**config.mk**
```make
export PLATFORM = sky130hd
export DESIGN_NAME = neuro_emotion_decoder_flat
export DESIGN_NICKNAME = d
export VERILOG_FILES = /design/src/rtl/neuro_emotion_decoder_if.sv /design/src/rtl/neuro_emotion_decoder.sv /design/src/flat_wrapper.sv
export SDC_FILE = /design/constraint.sdc
export NUM_CORES = 1
export LEC_CHECK = 0
export ABC_AREA = 1
export CELL_PAD_IN_SITES_DETAIL_PLACEMENT = 1
export CELL_PAD_IN_SITES_GLOBAL_PLACEMENT = 1
export CORE_MARGIN = 2
export CORE_UTILIZATION = 38
export CTS_CLUSTER_SIZE = 20
export DETAILED_ROUTE_END_ITERATION = 10
export GPL_ROUTABILITY_DRIVEN = 0
export PLACE_DENSITY = 0.76
export SLEW_MARGIN = 20
export SYNTH_ARGS = -nofsm -noshare
export SYNTH_HDL_FRONTEND = slang
export SYNTH_SLANG_ARGS = --single-unit
```
**constraint.sdc**
```tcl
create_clock -name clk -period 2.1 [get_ports clk]
set_clock_uncertainty 0.05 [all_clocks]
set_input_delay 0.315 -clock clk [delete_from_list [all_inputs] [get_ports clk]]
set_output_delay 0.315 -clock clk [all_outputs]
set_load 0.02 [all_outputs]
```
**src/rtl/neuro_emotion_decoder_if.sv**
```systemverilog
// Bus between the neurotransmitter subsystems and the emotion decoder.
// tick is a one-cycle update strobe with no backpressure; the decoder samples levels only while tick=1.
interface neuro_emotion_decoder_if;
  logic       tick;
  logic [9:0] neurotransmitter_level;
  logic [7:0] emotional_state;
  logic [2:0] emotion_idx;
  logic       state_changed;
  logic       phase_dbg;

  modport master (
    output tick, neurotransmitter_level,
    input  emotional_state, emotion_idx, state_changed, phase_dbg
  );

  modport slave (
    input  tick, neurotransmitter_level,
    output emotional_state, emotion_idx, state_changed, phase_dbg
  );
endinterface

```
**src/rtl/neuro_emotion_decoder.sv**
```systemverilog
// Priority-decodes neurotransmitter levels into a one-hot emotion, filtered by persistence and dwell.
// Optional macro EMOTION_STRESS_BYPASS_EN: acute STRESSED (cortisol=3) commits at once.
module neuro_emotion_decoder #(
  parameter int PERSIST   = 4,
  parameter int MIN_DWELL = 8
) (
  input  logic                    clk,
  input  logic                    rst_n,
  neuro_emotion_decoder_if.slave  bus
);
  typedef enum logic {STABLE = 1'b0, PENDING = 1'b1} phase_t;

  localparam logic [3:0] P_MAX        = 4'(PERSIST);
  localparam logic [7:0] D_MAX        = 8'(MIN_DWELL);
  localparam logic [2:0] IDX_STRESSED = 3'd5;

  phase_t     phase;
  logic [2:0] cand;
  logic [2:0] emo_idx;
  logic [7:0] emo_state;
  logic       changed;
  logic [3:0] persist_cnt;
  logic [7:0] dwell_cnt;

  logic [2:0] new_idx;
  logic [7:0] dwell_next;
  logic [3:0] pnext;
  logic       bypass;
  logic       commit;
  logic [1:0] lc, ld, lg, ln, ls;

  assign lc = bus.neurotransmitter_level[1:0];
  assign ld = bus.neurotransmitter_level[3:2];
  assign lg = bus.neurotransmitter_level[5:4];
  assign ln = bus.neurotransmitter_level[7:6];
  assign ls = bus.neurotransmitter_level[9:8];

  always_comb begin
    if (lc == 2'd3 && ln >= 2'd2)      new_idx = 3'd5;
    else if (lc >= 2'd2 && lg <= 2'd1) new_idx = 3'd4;
    else if (ln == 2'd3 && ls <= 2'd1) new_idx = 3'd7;
    else if (ls == 2'd0 && ld <= 2'd1) new_idx = 3'd6;
    else if (ld == 2'd3 && ln >= 2'd2) new_idx = 3'd2;
    else if (ld >= 2'd2 && ls >= 2'd2) new_idx = 3'd1;
    else if (lg >= 2'd2 && ls >= 2'd2) new_idx = 3'd3;
    else                               new_idx = 3'd0;
  end

  // Both counters saturate, so neither can wrap while waiting.
  always_comb begin
    dwell_next = (dwell_cnt >= D_MAX) ? D_MAX : dwell_cnt + 8'd1;
    if (phase == PENDING && new_idx == cand)
      pnext = (persist_cnt >= P_MAX) ? P_MAX : persist_cnt + 4'd1;
    else
      pnext = 4'd1;
  end

`ifdef EMOTION_STRESS_BYPASS_EN
  assign bypass = (new_idx == IDX_STRESSED) && (lc == 2'd3);
`else
  assign bypass = 1'b0;
`endif

  assign commit = (new_idx != emo_idx) &&
                  (((pnext >= P_MAX) && (dwell_next >= D_MAX)) || bypass);

  always_ff @(posedge clk) begin
    if (!rst_n) begin
      phase       <= STABLE;
      cand        <= 3'd0;
      emo_idx     <= 3'd0;
      emo_state   <= 8'h01;
      changed     <= 1'b0;
      persist_cnt <= 4'd0;
      dwell_cnt   <= 8'd0;
    end else begin
      changed <= 1'b0;
      if (bus.tick) begin
        dwell_cnt <= dwell_next;
        if (new_idx == emo_idx) begin
          phase       <= STABLE;
          persist_cnt <= 4'd0;
        end else if (commit) begin
          cand        <= new_idx;
          emo_idx     <= new_idx;
          emo_state   <= 8'd1 << new_idx;
          dwell_cnt   <= 8'd0;
          persist_cnt <= 4'd0;
          phase       <= STABLE;
          changed     <= 1'b1;
        end else begin
          cand        <= new_idx;
          persist_cnt <= pnext;
          phase       <= PENDING;
        end
      end
    end
  end

  assign bus.emotional_state = emo_state;
  assign bus.emotion_idx     = emo_idx;
  assign bus.state_changed   = changed;
  assign bus.phase_dbg       = (phase == PENDING);
endmodule

```
**src/flat_wrapper.sv**
```systemverilog
// flat-port wrapper written by rule: the top's interface ports become plain ports
module neuro_emotion_decoder_flat 
#(
  parameter int PERSIST   = 4,
  parameter int MIN_DWELL = 8
)
  (clk, rst_n, bus_tick, bus_neurotransmitter_level, bus_emotional_state, bus_emotion_idx, bus_state_changed, bus_phase_dbg);
  neuro_emotion_decoder_if bus_i ();
  input  logic clk;
  input  logic rst_n;
  input wire logic [$bits(bus_i.tick)-1:0] bus_tick;
  input wire logic [$bits(bus_i.neurotransmitter_level)-1:0] bus_neurotransmitter_level;
  output wire logic [$bits(bus_i.emotional_state)-1:0] bus_emotional_state;
  output wire logic [$bits(bus_i.emotion_idx)-1:0] bus_emotion_idx;
  output wire logic [$bits(bus_i.state_changed)-1:0] bus_state_changed;
  output wire logic [$bits(bus_i.phase_dbg)-1:0] bus_phase_dbg;
  assign bus_i.tick = bus_tick;
  assign bus_i.neurotransmitter_level = bus_neurotransmitter_level;
  assign bus_emotional_state = bus_i.emotional_state;
  assign bus_emotion_idx = bus_i.emotion_idx;
  assign bus_state_changed = bus_i.state_changed;
  assign bus_phase_dbg = bus_i.phase_dbg;
  neuro_emotion_decoder #(.PERSIST(PERSIST), .MIN_DWELL(MIN_DWELL)) u_core (.clk(clk), .rst_n(rst_n), .bus(bus_i));
endmodule
```
== Word level (Yosys, flattened, before mapping) ==
Cells that the tools add are included.

* Register bits: 28
* Bits in latches: 0
* Memory bits (writable): 0
* Memory bits (read-only): 0
* Input port bits: 13
* Output and inout port bits: 13
* Logic and storage cells: 62
* Memories kept: 0

* $add $sub $neg: 2
* Multiply operators: 0
* Div/mod/pow operators: 0
* Magnitude comparators: 12
* Eq/ne operators: 6
* Shift operators: 1
* Muxes and demuxes: 17
* Bitwise operators: 3
* Reduce and logical (&&, ||, !) cells: 14

{| class="wikitable"
|+ Operators by type and width
! operator !! number
|-
| $mux W8 || 3
|-
| $mux W3 || 6
|-
| $ge A8 B4 Y1 const B || 2
|-
| $mux W4 || 4
|-
| $ge A2 B2 Y1 const B || 5
|-
| $logic_and A1 B1 Y1 || 10
|-
| $add A8 B1 Y8 const B || 1
|-
| $ge A4 B3 Y1 const B || 2
|-
| $shl A1 B3 Y8 const A || 1
|-
| $eq A2 B2 Y1 const B || 3
|-
| $eq A3 B3 Y1 || 2
|-
| $le A2 B1 Y1 const B || 3
|-
| $add A4 B1 Y4 const B || 1
|-
| $mux W1 || 3
|-
| $ne A3 B3 Y1 || 1
|-
| $not A1 Y1 || 3
|-
| $reduce_and A3 Y1 || 1
|-
| $reduce_or A3 Y1 || 1
|-
| $logic_not A2 Y1 || 1
|-
| $mux W2 || 1
|-
| $reduce_and A2 Y1 || 1
|}

== Logic depth before layout (Yosys ltp) ==
* Word-level depth: 17
* Gate-level depth with buffers: 15
* Depth with buffers taken out: 15

== Worst setup path after synthesis ==
Ideal clock, no wire load.

* Path kind: input to register
* From: input bus_neurotransmitter_level[8]
* To: register u_core.emo_idx[1], in the netlist u_core.bus.emotion_idx[1]
* Setup time: 0.113 ns
* Data arrival time: 1.461 ns
* Data required time: 1.937 ns
* Slack: 0.476 ns
* Stages on the path: 13
* Cells stage by stage: nor2_1 -> nand2_2 -> nand2_4 -> nor2_1 -> nand2_1 -> nand3_4 -> nor2_4 -> nand3_2 -> nor2_4 -> nand2_4 -> buf_8 -> nand3_2 -> nand2_1

* Word-level cells in the longest chain between the ends: 16
* Elaborated cells on any way between the ends: 24
* Those cells by class: order compare (3); eq/ne (3); mux (8); bitwise (1); reduce/logical (9)

{| class="wikitable"
|+ Ends and longest elaborated chain
! item !! line !! text
|-
| start, declared || flat_wrapper.sv:12 || <nowiki>input wire logic [$bits(bus_i.neurotransmitter_level)-1:0] bus_neurotransmitter_level;</nowiki>
|-
| $ge A2 B2 Y1 || neuro_emotion_decoder.sv:44, neuro_emotion_decoder.sv:45 ||
|-
| $logic_and A1 B1 Y1 || neuro_emotion_decoder.sv:45 || <nowiki>else if (lg >= 2'd2 && ls >= 2'd2) new_idx = 3'd3;</nowiki>
|-
| $mux W2 || neuro_emotion_decoder.sv:45 ||
|-
| $mux W3 || neuro_emotion_decoder.sv:44 || <nowiki>else if (ld >= 2'd2 && ls >= 2'd2) new_idx = 3'd1;</nowiki>
|-
| $mux W3 || neuro_emotion_decoder.sv:43 || <nowiki>else if (ld == 2'd3 && ln >= 2'd2) new_idx = 3'd2;</nowiki>
|-
| $mux W3 || neuro_emotion_decoder.sv:42 || <nowiki>else if (ls == 2'd0 && ld <= 2'd1) new_idx = 3'd6;</nowiki>
|-
| $mux W3 (*) || neuro_emotion_decoder.sv:41 || <nowiki>else if (ln == 2'd3 && ls <= 2'd1) new_idx = 3'd7;</nowiki>
|-
| $mux W3 (*) || neuro_emotion_decoder.sv:40 || <nowiki>else if (lc >= 2'd2 && lg <= 2'd1) new_idx = 3'd4;</nowiki>
|-
| $mux W3 (*) || neuro_emotion_decoder.sv:39 || <nowiki>if (lc == 2'd3 && ln >= 2'd2) new_idx = 3'd5;</nowiki>
|-
| $eq A3 B3 Y1 || neuro_emotion_decoder.sv:52 || <nowiki>if (phase == PENDING && new_idx == cand)</nowiki>
|-
| $logic_and A1 B1 Y1 || neuro_emotion_decoder.sv:52 ||
|-
| $mux W4 || neuro_emotion_decoder.sv:52 ||
|-
| $ge A4 B3 Y1 || neuro_emotion_decoder.sv:65 || <nowiki>(((pnext >= P_MAX) && (dwell_next >= D_MAX)) || bypass);</nowiki>
|-
| $logic_and A1 B1 Y1 || neuro_emotion_decoder.sv:65 ||
|-
| $logic_and A1 B1 Y1 || neuro_emotion_decoder.sv:64 || <nowiki>assign commit = (new_idx != emo_idx) &&</nowiki>
|-
| $reduce_and A3 Y1 (no source line) || - ||
|-
| end signal, assigned || neuro_emotion_decoder.sv:85 || <nowiki>emo_idx <= new_idx;</nowiki>
|-
| end, declared || neuro_emotion_decoder.sv:19 || <nowiki>logic [2:0] emo_idx;</nowiki>
|}

Mark *: on every way between the ends. The rest lies on a longest branch, timed or not.
A chain may end at the register's enable or synchronous reset.

== Final worst setup path ==
* From: input bus_neurotransmitter_level[5]
* To: register u_core.emo_state[0], in the netlist u_core.bus.emotional_state[0]

* Word-level cells in the longest chain between the ends: 16
* Elaborated cells on any way between the ends: 22
* Those cells by class: order compare (3); eq/ne (3); shift (1); mux (8); bitwise (1); reduce/logical (6)

{| class="wikitable"
|+ Ends and longest elaborated chain
! item !! line !! text
|-
| $ge A2 B2 Y1 || neuro_emotion_decoder.sv:45 ||
|-
| $logic_and A1 B1 Y1 || neuro_emotion_decoder.sv:45 ||
|-
| $mux W2 || neuro_emotion_decoder.sv:45 ||
|-
| $mux W3 || neuro_emotion_decoder.sv:44 ||
|-
| $mux W3 || neuro_emotion_decoder.sv:43 ||
|-
| $mux W3 || neuro_emotion_decoder.sv:42 ||
|-
| $mux W3 || neuro_emotion_decoder.sv:41 ||
|-
| $mux W3 (*) || neuro_emotion_decoder.sv:40 ||
|-
| $mux W3 (*) || neuro_emotion_decoder.sv:39 ||
|-
| $eq A3 B3 Y1 || neuro_emotion_decoder.sv:52 ||
|-
| $logic_and A1 B1 Y1 || neuro_emotion_decoder.sv:52 ||
|-
| $mux W4 || neuro_emotion_decoder.sv:52 ||
|-
| $ge A4 B3 Y1 || neuro_emotion_decoder.sv:65 ||
|-
| $logic_and A1 B1 Y1 || neuro_emotion_decoder.sv:65 ||
|-
| $logic_and A1 B1 Y1 || neuro_emotion_decoder.sv:64 ||
|-
| $reduce_and A3 Y1 (no source line) || - ||
|-
| end signal, assigned || neuro_emotion_decoder.sv:86 || <nowiki>emo_state <= 8'd1 << new_idx;</nowiki>
|-
| end, declared || neuro_emotion_decoder.sv:20 || <nowiki>logic [7:0] emo_state;</nowiki>
|}

Marked as above.

==> results.json <==
{
  "period_share_pct": 93.5,
  "cts_hold_buffers": 0,
  "r2r_slack_ns": 0.60,
  "antenna_found_initial": 0,
  "maxCapViolCount": 0,
  "wire_per_inst_um": 12.5,
  "grt_use_total_pct": 17.1,
  "clk_pin_slew_ns": 0.09,
  "grt_max_degree": 26,
  "core_um2": 4000,
  "rsz0062_at_grt": "false",
  "end_kind": "flip-flop",
  "instances_no_fill": 299,
  "hold_start": "u_core.dwell_cnt[7]$_SDFFE_PN0P_",
  "synth_enable_flop_cells": 0,
  "timing.rr.end": "u_core.bus.emotional_state[0]$_SDFFE_PN1P_",
  "report.final.slew_viol_count": 0,
  "finalPower_mw": 1.11,
  "vias": 1433,
  "dp.cells": 294,
  "cts_setup_buffers": 0,
  "rr_startpoint": "u_core.dwell_cnt[3]$_SDFFE_PN0P_",
  "firstDrtPassIters": 4,
  "io_pins": 26,
  "syn_avg_cell_area_um2": 7.47,
  "drive_gt1_share_pct": 25.3,
  "cp.arrival_ns": 2.07,
  "cellLeakagePower_nw": 0.938,
  "cts_buffer_depth": 2,
  "dieWidth_um": 68.4,
  "final_util_pct": 51.3,
  "ctsResizeCount": 0,
  "drt_wl_total_um": 3720,
  "fin_crit_ns": 1.96,
  "min_to": "u_core.dwell_cnt[7]$_SDFFE_PN0P_",
  "syn_nets": 227,
  "syn_to_final_growth_pct": 30.3,
  "cts_buffers": 3,
  "n_antenna_cell": 0,
  "hold_viol_final": 0,
  "place_hpwl_um": 2780,
  "status": "completed",
  "max_freq_mhz": 509,
  "hold_path_class": "flip-flop to flip-flop",
  "die_area_um2": 4680,
  "met1_usage_pct": 20.6,
  "final_antenna_net_count": 0,
  "synth_cell_types": 30,
  "yosysSeqAreaShare_pct": 35.6,
  "vias_per_cell": 4.79,
  "initial_utilization_pct": 39.4,
  "power_density_nw_per_um2": 540,
  "dp_slack_ns": -0.166,
  "maxSlewHeadroom_pct": 73.4,
  "insertion_delay_ns": 0.27,
  "grt-ovfl-total": 0,
  "ys_async_sr_fraction_pct": 0,
  "num_rows": 23,
  "worstPathMaxFanout": 7,
  "grt_pass1_wl_um": 6070,
  "tightest_slew_ns": 0.399,
  "yosysWarnings": 0,
  "busiest_layer": "met2",
  "nets": 266,
  "cts_tree": "built",
  "htreeDepth": 1,
  "path_class": "primary input to flip-flop",
  "synth_area_um2": 1580,
  "use_met3_pct": 3.95,
  "syn_inst": 211,
  "synth_seq_cells": 28,
  "met2_usage_pct": 30.6,
  "drt_iter0_drc": 29,
  "die_h_um": 68.4,
  "grt_pass1_vias": 1406,
  "start_kind": "primary input",
  "peakVddDrop_uv": 382,
  "fin_ws_ns": 0.137,
  "synthFlopType": "dfxtp_1",
  "r2r_cells": 8,
  "cts-root-buf": "clkbuf_8",
  "numClockSinks": 28,
  "finalSetupViolations": 0,
  "portBuffers": 24,
  "drc": 0,
  "worstPathRequired_ns": 2.21,
  "hold_path_depth": 2
}
==> placed cells by master, fill, tap and decap left out <==
master	netlist	layout
o21ai_4	1	1
nor2_4	5	5
inv_1	23	21
nand4_2	1	1
nand3_2	13	13
nor2_1	22	21
clkinv_1	1	1
or2_2	1	1
dfxtp_1	28	28
o21ai_0	5	5
nor4_1	1	1
nand3_4	1	1
ha_1	3	3
inv_2	0	2
dlymetal6s2s_1	0	3
o21bai_1	1	1
nand2_4	3	3
nand2_2	7	11
buf_4	0	15
nand3_1	25	25
inv_6	1	1
nor3_1	2	2
nand2_1	51	47
a31oi_1	1	1
nand3b_1	2	2
clkdlybuf4s50_1	0	21
nor2_2	1	2
clkbuf_8	0	4
clkinv_4	0	1
xor2_1	1	1
nand2_8	1	2
a21oi_1	3	3
==> logic make-up after synthesis <==
logic type	count (synthesis)	share of synthesized area, %
AOI/OAI and AO/OA	11	4.45
DFF	28	35.6
adders and majority gates	3	2.38
and+or+nand+nor	136	48.1
buffers and inverters	32	8.98
xor gates and xnor gates	1	0.556
==> cells in the mapped netlist, types with 2 or more instances <==
| cell type | n | area [um2] |
|---|---|---|
| inv_1 | 23 | 86.3 |
| ha_1 | 3 | 37.5 |
| nand2_2 | 7 | 43.8 |
| nor2_4 | 5 | 56.3 |
| nand3_2 | 13 | 130 |
| clkbuf_1 | 3 | 11.3 |
| nand2_4 | 3 | 33.8 |
| nor3_1 | 2 | 10.0 |
| nor2_1 | 22 | 82.6 |
| nand2_1 | 51 | 191 |
| o21ai_0 | 5 | 25.0 |
| a21oi_1 | 3 | 15.0 |
| buf_2 | 2 | 10.0 |
| nand3_1 | 25 | 125 |
| nand3b_1 | 2 | 15.0 |
| dfxtp_1 | 28 | 561 |
==> state kept, by name, indices dropped and copies added (netlist names) <==
name	flops
u_core.bus.phase_dbg	1
u_core.persist_cnt	4
u_core.cand	3
u_core.bus.emotional_state	8
u_core.dwell_cnt	8
u_core.bus.state_changed	1
u_core.bus.emotion_idx	3
==> layout make-up <==
type	count	area (um2)
clock buffer	4	55.1
fill	524	1950
inverter	26	108
multi-input combinational	152	906
sequential	28	561
tap	50	62.6
timing repair buffer	39	360
==> critical path: stages <==
cell and delay [ns]:
clkdlybuf4s50_1 0.50, inv_2 0.06, nand2_2 0.06, nand2_2 0.08, clkinv_4 0.09, o21ai_4 0.07
nand2_1 0.06, nand2_1 0.08, nor2_4 0.14, nand3_2 0.11, nor2_4 0.25, nand2_8 0.11
nand2_2 0.08, nand3_1 0.06
==> per-layer routing <==
| metal | vias to the layer above | share of wire (%) |
|---|---|---|
| met5 | - | 0 |
| met4 | 0 | 0.62 |
| met3 | 2 | 2.9 |
| met2 | 17 | 51 |
| met1 | 673 | 46 |
| li1 | 741 | - |
==> through the flow <==
| step | instance area [um2] | hold WS [ns] | setup TNS (ns) |
|---|---|---|---|
| after floorplan | 1580 | 0.360 | 0 |
| after global placement | 1950 | 0.367 | -1.67 |
| after detailed placement | 1950 | 0.377 | -2.16 |
| after CTS | 2010 | 0.393 | 0 |
| after global routing | 2050 | 0.414 | 0 |
| final | 2050 | 0.388 | 0 |
==> worst max-delay path by stage <==
stage                                            endpoint                          start  cells past startpoint  slack [ns]
5_1_grt        u_core.bus.emotional_state[0]$_SDFFE_PN1P_  bus_neurotransmitter_level[5]                     14       0.008
2_1_floorplan      u_core.bus.emotion_idx[1]$_SDFFE_PN0P_  bus_neurotransmitter_level[8]                     13        0.48
3_5_place_dp   u_core.bus.emotional_state[0]$_SDFFE_PN1P_  bus_neurotransmitter_level[9]                     14       -0.17
4_1_cts        u_core.bus.emotional_state[0]$_SDFFE_PN1P_  bus_neurotransmitter_level[9]                     14        0.13
6_report       u_core.bus.emotional_state[0]$_SDFFE_PN1P_  bus_neurotransmitter_level[5]                     14        0.14
3_3_place_gp   u_core.bus.emotional_state[0]$_SDFFE_PN1P_  bus_neurotransmitter_level[9]                     14       -0.13
==> power by group <==
part           total, mW  internal, mW  switching (mW)  leakage (nW)
registers          0.553         0.542          0.0107         0.227
clock network      0.329         0.168           0.161        0.0288
logic              0.226        0.0915           0.135         0.682
total               1.11         0.801           0.307         0.938
Note: power is estimated with default switching activity, not from simulation.
